### src/rtl/mem_port_arbiter.sv
// Fetch/data port arbiter in front of the word-only memory interpreter.
// Handles sub-word loads, read-modify-write stores and ack timeouts.
module mem_port_arbiter #(
    parameter int TIMEOUT_CYCLES = 255
) (
    input  logic        clk,
    input  logic        rst,
    input  logic        if_req,
    input  logic [31:0] if_addr,
    output logic        if_done,
    output logic [31:0] if_rdata,
    output logic        if_err,
    input  logic        d_req,
    input  logic        d_we,
    input  logic [1:0]  d_size,
    input  logic        d_signed,
    input  logic [31:0] d_addr,
    input  logic [31:0] d_wdata,
    output logic        d_done,
    output logic [31:0] d_rdata,
    output logic        d_err,
    output logic [31:0] mem_addr,
    output logic [31:0] mem_wdata,
    output logic        mem_ren,
    output logic        mem_wen,
    input  logic        mem_ack,
    input  logic [31:0] mem_rdata,
    output logic [6:0]  arb_state
);

    localparam logic [7:0] TO_LAST = 8'(TIMEOUT_CYCLES - 1);

    typedef enum logic [6:0] {
        IDLE   = 7'b0000001,
        RD_REQ = 7'b0000010,
        RD_REL = 7'b0000100,
        WR_REQ = 7'b0001000,
        WR_REL = 7'b0010000,
        DONE   = 7'b0100000,
        ABORT  = 7'b1000000
    } state_t;

    state_t      state_q, state_d;
    logic        grant_q, grant_d;
    logic        last_q, last_d;
    logic        hold_q, hold_d;
    logic        err_q, err_d;
    logic        we_q, we_d;
    logic        sgn_q, sgn_d;
    logic [1:0]  size_q, size_d;
    logic [1:0]  off_q, off_d;
    logic [15:0] wdata_q, wdata_d;
    logic [31:0] rword_q, rword_d;
    logic [7:0]  cnt_q, cnt_d;
    logic [31:0] mem_addr_q, mem_addr_d;
    logic [31:0] mem_wdata_q, mem_wdata_d;
    logic        mem_ren_q, mem_ren_d;
    logic        mem_wen_q, mem_wen_d;

    logic        f_ok, d_ok, pick_d, g_bad;
    logic [31:0] g_addr;
    logic [1:0]  g_size;
    logic [31:0] merged, ext;

    // Round-robin pick; the port just served sits out one idle cycle.
    always_comb begin
        f_ok   = if_req & ~(hold_q & ~last_q);
        d_ok   = d_req & ~(hold_q & last_q);
        pick_d = d_ok & (~f_ok | ~last_q);
        g_addr = pick_d ? d_addr : if_addr;
        g_size = pick_d ? d_size : 2'b10;
        g_bad  = (g_size == 2'b11)
               | ((g_size == 2'b01) & g_addr[0])
               | ((g_size == 2'b10) & (g_addr[1:0] != 2'b00));
    end

    // Replace the addressed byte/half lanes of the word just read.
    always_comb begin
        merged = rword_q;
        if (size_q == 2'b00)
            merged[{off_q, 3'b000} +: 8] = wdata_q[7:0];
        else if (off_q[1])
            merged[31:16] = wdata_q;
        else
            merged[15:0] = wdata_q;
    end

    // Extract and extend the addressed lane for data loads.
    always_comb begin
        logic [7:0]  b;
        logic [15:0] h;
        b   = rword_q[{off_q, 3'b000} +: 8];
        h   = off_q[1] ? rword_q[31:16] : rword_q[15:0];
        ext = rword_q;
        unique case (1'b1)
            size_q == 2'b00: ext = {{24{sgn_q & b[7]}}, b};
            size_q == 2'b01: ext = {{16{sgn_q & h[15]}}, h};
            default:         ext = rword_q;
        endcase
    end

    // Next-state and registered-output logic.
    always_comb begin
        state_d     = state_q;
        grant_d     = grant_q;
        last_d      = last_q;
        hold_d      = 1'b0;
        err_d       = err_q;
        we_d        = we_q;
        sgn_d       = sgn_q;
        size_d      = size_q;
        off_d       = off_q;
        wdata_d     = wdata_q;
        rword_d     = rword_q;
        cnt_d       = cnt_q;
        mem_addr_d  = mem_addr_q;
        mem_wdata_d = mem_wdata_q;
        mem_ren_d   = mem_ren_q;
        mem_wen_d   = mem_wen_q;
        unique case (state_q)
            IDLE: begin
                if (f_ok | d_ok) begin
                    grant_d = pick_d;
                    we_d    = pick_d & d_we;
                    sgn_d   = pick_d & d_signed;
                    size_d  = g_size;
                    off_d   = g_addr[1:0];
                    wdata_d = d_wdata[15:0];
                    err_d   = g_bad;
                    cnt_d   = 8'd0;
                    if (g_bad) begin
                        state_d = DONE;
                    end else begin
                        mem_addr_d = {g_addr[31:2], 2'b00};
                        if (pick_d & d_we & (g_size == 2'b10)) begin
                            mem_wdata_d = d_wdata;
                            mem_wen_d   = 1'b1;
                            state_d     = WR_REQ;
                        end else begin
                            mem_ren_d = 1'b1;
                            state_d   = RD_REQ;
                        end
                    end
                end
            end
            RD_REQ: begin
                if (mem_ack) begin
                    rword_d   = mem_rdata;
                    mem_ren_d = 1'b0;
                    state_d   = RD_REL;
                end else if (cnt_q == TO_LAST) begin
                    mem_ren_d = 1'b0;
                    state_d   = ABORT;
                end else begin
                    cnt_d = cnt_q + 8'd1;
                end
            end
            RD_REL: begin
                if (!mem_ack) begin
                    if (we_q) begin
                        mem_wdata_d = merged;
                        mem_wen_d   = 1'b1;
                        cnt_d       = 8'd0;
                        state_d     = WR_REQ;
                    end else begin
                        state_d = DONE;
                    end
                end
            end
            WR_REQ: begin
                if (mem_ack) begin
                    mem_wen_d = 1'b0;
                    state_d   = WR_REL;
                end else if (cnt_q == TO_LAST) begin
                    mem_wen_d = 1'b0;
                    state_d   = ABORT;
                end else begin
                    cnt_d = cnt_q + 8'd1;
                end
            end
            WR_REL: begin
                if (!mem_ack)
                    state_d = DONE;
            end
            ABORT: begin
                if (!mem_ack) begin
                    err_d   = 1'b1;
                    state_d = DONE;
                end
            end
            DONE: begin
                last_d  = grant_q;
                hold_d  = 1'b1;
                state_d = IDLE;
            end
            default: state_d = IDLE;
        endcase
    end

    // State and datapath registers with synchronous reset.
    always_ff @(posedge clk) begin
        if (rst) begin
            state_q     <= IDLE;
            grant_q     <= 1'b0;
            last_q      <= 1'b1;
            hold_q      <= 1'b0;
            err_q       <= 1'b0;
            we_q        <= 1'b0;
            sgn_q       <= 1'b0;
            size_q      <= 2'b00;
            off_q       <= 2'b00;
            wdata_q     <= 16'h0;
            rword_q     <= 32'h0;
            cnt_q       <= 8'd0;
            mem_addr_q  <= 32'h0;
            mem_wdata_q <= 32'h0;
            mem_ren_q   <= 1'b0;
            mem_wen_q   <= 1'b0;
        end else begin
            state_q     <= state_d;
            grant_q     <= grant_d;
            last_q      <= last_d;
            hold_q      <= hold_d;
            err_q       <= err_d;
            we_q        <= we_d;
            sgn_q       <= sgn_d;
            size_q      <= size_d;
            off_q       <= off_d;
            wdata_q     <= wdata_d;
            rword_q     <= rword_d;
            cnt_q       <= cnt_d;
            mem_addr_q  <= mem_addr_d;
            mem_wdata_q <= mem_wdata_d;
            mem_ren_q   <= mem_ren_d;
            mem_wen_q   <= mem_wen_d;
        end
    end

    assign if_done   = (state_q == DONE) & ~grant_q & ~err_q;
    assign if_err    = (state_q == DONE) & ~grant_q & err_q;
    assign d_done    = (state_q == DONE) & grant_q & ~err_q;
    assign d_err     = (state_q == DONE) & grant_q & err_q;
    assign if_rdata  = rword_q;
    assign d_rdata   = ext;
    assign mem_addr  = mem_addr_q;
    assign mem_wdata = mem_wdata_q;
    assign mem_ren   = mem_ren_q;
    assign mem_wen   = mem_wen_q;
    assign arb_state = state_q;

endmodule

### config.mk
export PLATFORM = sky130hd
export DESIGN_NAME = mem_port_arbiter
export DESIGN_NICKNAME = d
export VERILOG_FILES = /design/src/rtl/mem_port_arbiter.sv
export SDC_FILE = /design/constraint.sdc
export NUM_CORES = 1
export LEC_CHECK = 0
export CORE_MARGIN = 4
export CORE_UTILIZATION = 44
export CTS_CLUSTER_DIAMETER = 50
export DETAILED_ROUTE_END_ITERATION = 10
export PLACE_DENSITY = 0.82
export SYNTH_ARGS = -nofsm -noshare
export SYNTH_HDL_FRONTEND = slang
export SYNTH_SLANG_ARGS = --single-unit
export TNS_END_PERCENT = 1
### constraint.sdc
create_clock -name clk -period 3.1 [get_ports clk]
set_input_delay 0.62 -clock clk [delete_from_list [all_inputs] [get_ports clk]]
set_output_delay 0.62 -clock clk [all_outputs]
set_load 0.02 [all_outputs]
==> flow_summary.toml, run 1 <==
[cells_and_area]
layout-drive-gt1-share_pct = 7.81
nets = 1309
diodes = 0
area_growth_pct = 52.9
fin_cells = 1366
finalCoreUtilization_pct = 68.5
regArea_um2 = 2750
fillers = 1255
multi_input_area_um2 = 3760

[power_and_ir_drop]
irDropWorstVdd_mv = 0.486
p_leak_nw = 4.20
power_mw = 5.88
p_per_area_nw_per_um2 = 567

[global_route]
grtUsageTotal_pct = 28.2
gr-usage-met2_pct = 45.5
grtUsageMet1_pct = 37.5
grt_pass1_wl_um = 39400
grt_use_met3_pct = 6.56
busiest_layer = "met2"
grt_pass1_vias = 7055
grt-ovfl-total = 0
grt_antenna_before_repair = 0
grt_max_degree = 77

[floorplan]
dieArea_um2 = 17500
row_count = 45
io_pins = 278
start_util_pct = 44.8
die_x_um = 132
die_h_um = 132
coreArea_um2 = 15100

[timing]
tightest_slew_ns = 0.992
grt_setup_unrepaired = "yes"
max_slew_margin_pct = 33.6
period_minus_slack_ns = 3.04
drv_slew = 0
finalWorstSetupSlack_ns = 0.0581
tns_ns = 0
finalHoldViolations = 0
fmax_ghz = 0.329
setup_viol = 0
fin_skew_ns = 0.00959
fin_crit_sh_pct = 98.1

[worst_setup_path]
cp-start-kind = "register"
crit_start = "size_q[0]"
worstPathArrival_ns = 2.42
worstSetupPathType = "reg -> out"
cp-end-kind = "output port"
required_ns = 2.48
reg2reg_from = "arb_state[6]"
crit_path_max_fanout = 9

[synthesis]
seq_area_frac_synth_pct = 40.4
synth_seq_cells = 137
yosys-top-cells-area = "dfxtp_1 40%, nand2_1 13%, a21oi_1 8.6%"
synth_ff_type = "dfxtp_1"
ys_async_sr_fraction_pct = 0
yosysMostFrequentCell = "nand2_1"
synth_cell_type_count = 52
synth_edf_count = 0
synth_area_per_cell_um2 = 7.46
synth_top_area_cell = "dfxtp_1"
syn-cell-area_um2 = 6780
synthTopCellsByCount = "226 x nand2_1, 137 x dfxtp_1, 117 x a21oi_1"
synth_cells = 909
yosys_warnings = 0
yosys.area.top_type_share_pct = 40.4

[min_path]
worstHoldStart = "mem_wdata[26]"
hold_path_class = "reg -> reg"

[drt]
ant_nets = 0
wl_um = 25700
drt_iter0_markers = 794
viasPerCell = 5.67
drc = 0
post_drt_wl_per_cell_um = 18.8
num_vias = 7740
firstDrtPassIters = 8

[clock_network]
numClockSinks = 137
htreeDepth = 4
clockBufferDepth = 2
cts_tree = "done"
clkSlewWorstSetupHoldPaths_ns = 0.07
cts_root_buf = "clkbuf_16"
clk_latency_ns = 0.43
numCtsBuffers = 17
cts_hold_buf = 0

[status]
status = "completed"

[placement]
gp_congestion = 0.930
placedCellCount = 1334
pre_cts_ws_ns = 0.0372
dpl.hpwl_um = 18400
port_buffers = 275

[flow_run]
drv_cap = 0
[metrics by stage]
stage | instance area, µm² | hold slack (ns)
finish | 10400 | 0.448
global route | 10400 | 0.469
CTS | 10300 | 0.452
detailed placement | 9750 | 0.444
global placement | 9750 | 0.438
floorplan | 6790 | 0.445
[report_power, final]
part / internal [mW] / switching, mW
Sequential: 1.95 / 0.173
Combinational: 0.779 / 1.02
Clock: 1.05 / 0.904
Total: 3.79 / 2.10
[metal layers]
layer,vias up,wire length (µm)
met5,-,0
met2,378,12200
met4,0,532
met1,3612,10800
li1,3704,-
met3,46,2200
[critical path, stage by stage, from the launching register on]
cell	delay, ns
dfxtp_1	0.50
nor2_1	0.17
nor2_2	0.27
a22oi_1	0.13
o21ai_0	0.24
clkdlybuf4s50_1	0.67
[worst paths after layout]
path	slack [ns]	depth (start not counted)	to
max	0.06	5	d_rdata[0]
max reg2reg	0.36	6	if_rdata[0]
min reg2reg	0.45	2	mem_wdata[26]
min	0.45	2	mem_wdata[26]
[layout by cell type, fill, tap and decap left out, types with 4 or more instances in the layout]
| cell | n |
|---|---|
| a211o_1 | 10 |
| a211oi_1 | 4 |
| a21oi_1 | 117 |
| a22o_1 | 18 |
| a22oi_1 | 39 |
| a311oi_1 | 32 |
| a31oi_1 | 9 |
| buf_4 | 30 |
| clkbuf_16 | 17 |
| clkdlybuf4s50_1 | 247 |
| clkinvlp_4 | 5 |
| dfxtp_1 | 135 |
| dlymetal6s2s_1 | 21 |
| ha_1 | 7 |
| inv_1 | 9 |
| inv_6 | 6 |
| mux2_2 | 8 |
| mux2i_1 | 10 |
| nand2_1 | 226 |
| nand3_1 | 7 |
| nor2_1 | 109 |
| nor2b_1 | 5 |
| nor3_1 | 8 |
| o21ai_0 | 26 |
| or3_1 | 6 |
| xnor2_1 | 7 |
[sequential cells by signal (all words and copies together) (netlist names)]
name / count
off_q: 2
wdata_q: 16
grant_q: 1
last_q: 1
mem_wdata: 32
if_rdata: 32
cnt_q: 8
hold_q: 1
sgn_q: 1
mem_addr: 30
mem_wen: 1
err_q: 1
arb_state: 7
size_q: 2
mem_ren: 1
we_q: 1
[logic make-up (layout without fill, tap and decap cells)]
| logic type | count (synthesis) | after routing | synth area share (%) |
|---|---|---|---|
| and+or+nand+nor | 390 | 390 | 23.9 |
| AOI/OAI and AO/OA | 270 | 270 | 25.9 |
| DFF | 137 | 137 | 40.4 |
| buffers and inverters | 78 | 346 | 4.61 |
| muxes | 18 | 18 | 2.80 |
| xor gates and xnor gates | 8 | 8 | 1.03 |
| adders and majority gates | 7 | 7 | 1.29 |
| other | 1 | 2 | 0.0553 |
[what timing repair did]
action | in CTS | in global routing
setup buffers | 0 | 0
endpoints found under the setup margin | 34 | 28
resized for setup | 18 | 23
[final cells by class]
cell class | instances | area share (%)
Clock inverter | 15 | 1.28
Sequential cell | 137 | 26.5
Timing Repair Buffer | 305 | 29.3
Clock buffer | 17 | 4.10
Tap cell | 188 | 2.27
Inverter | 9 | 0.326
Multi-Input combinational cell | 695 | 36.2
(Power assumes the default switching activity.)
==> run 2, diff against run 1 <==
- CTS_CLUSTER_SIZE: unset -> 12
==> results of run 2 <==
The final DEF is identical to that of run 1; final timing and power are the same.
==> run 3, diff against run 2 <==
- GPL_ROUTABILITY_DRIVEN: unset -> 0
==> results of run 3 <==
The final DEF is identical to that of run 1; final timing and power are the same.
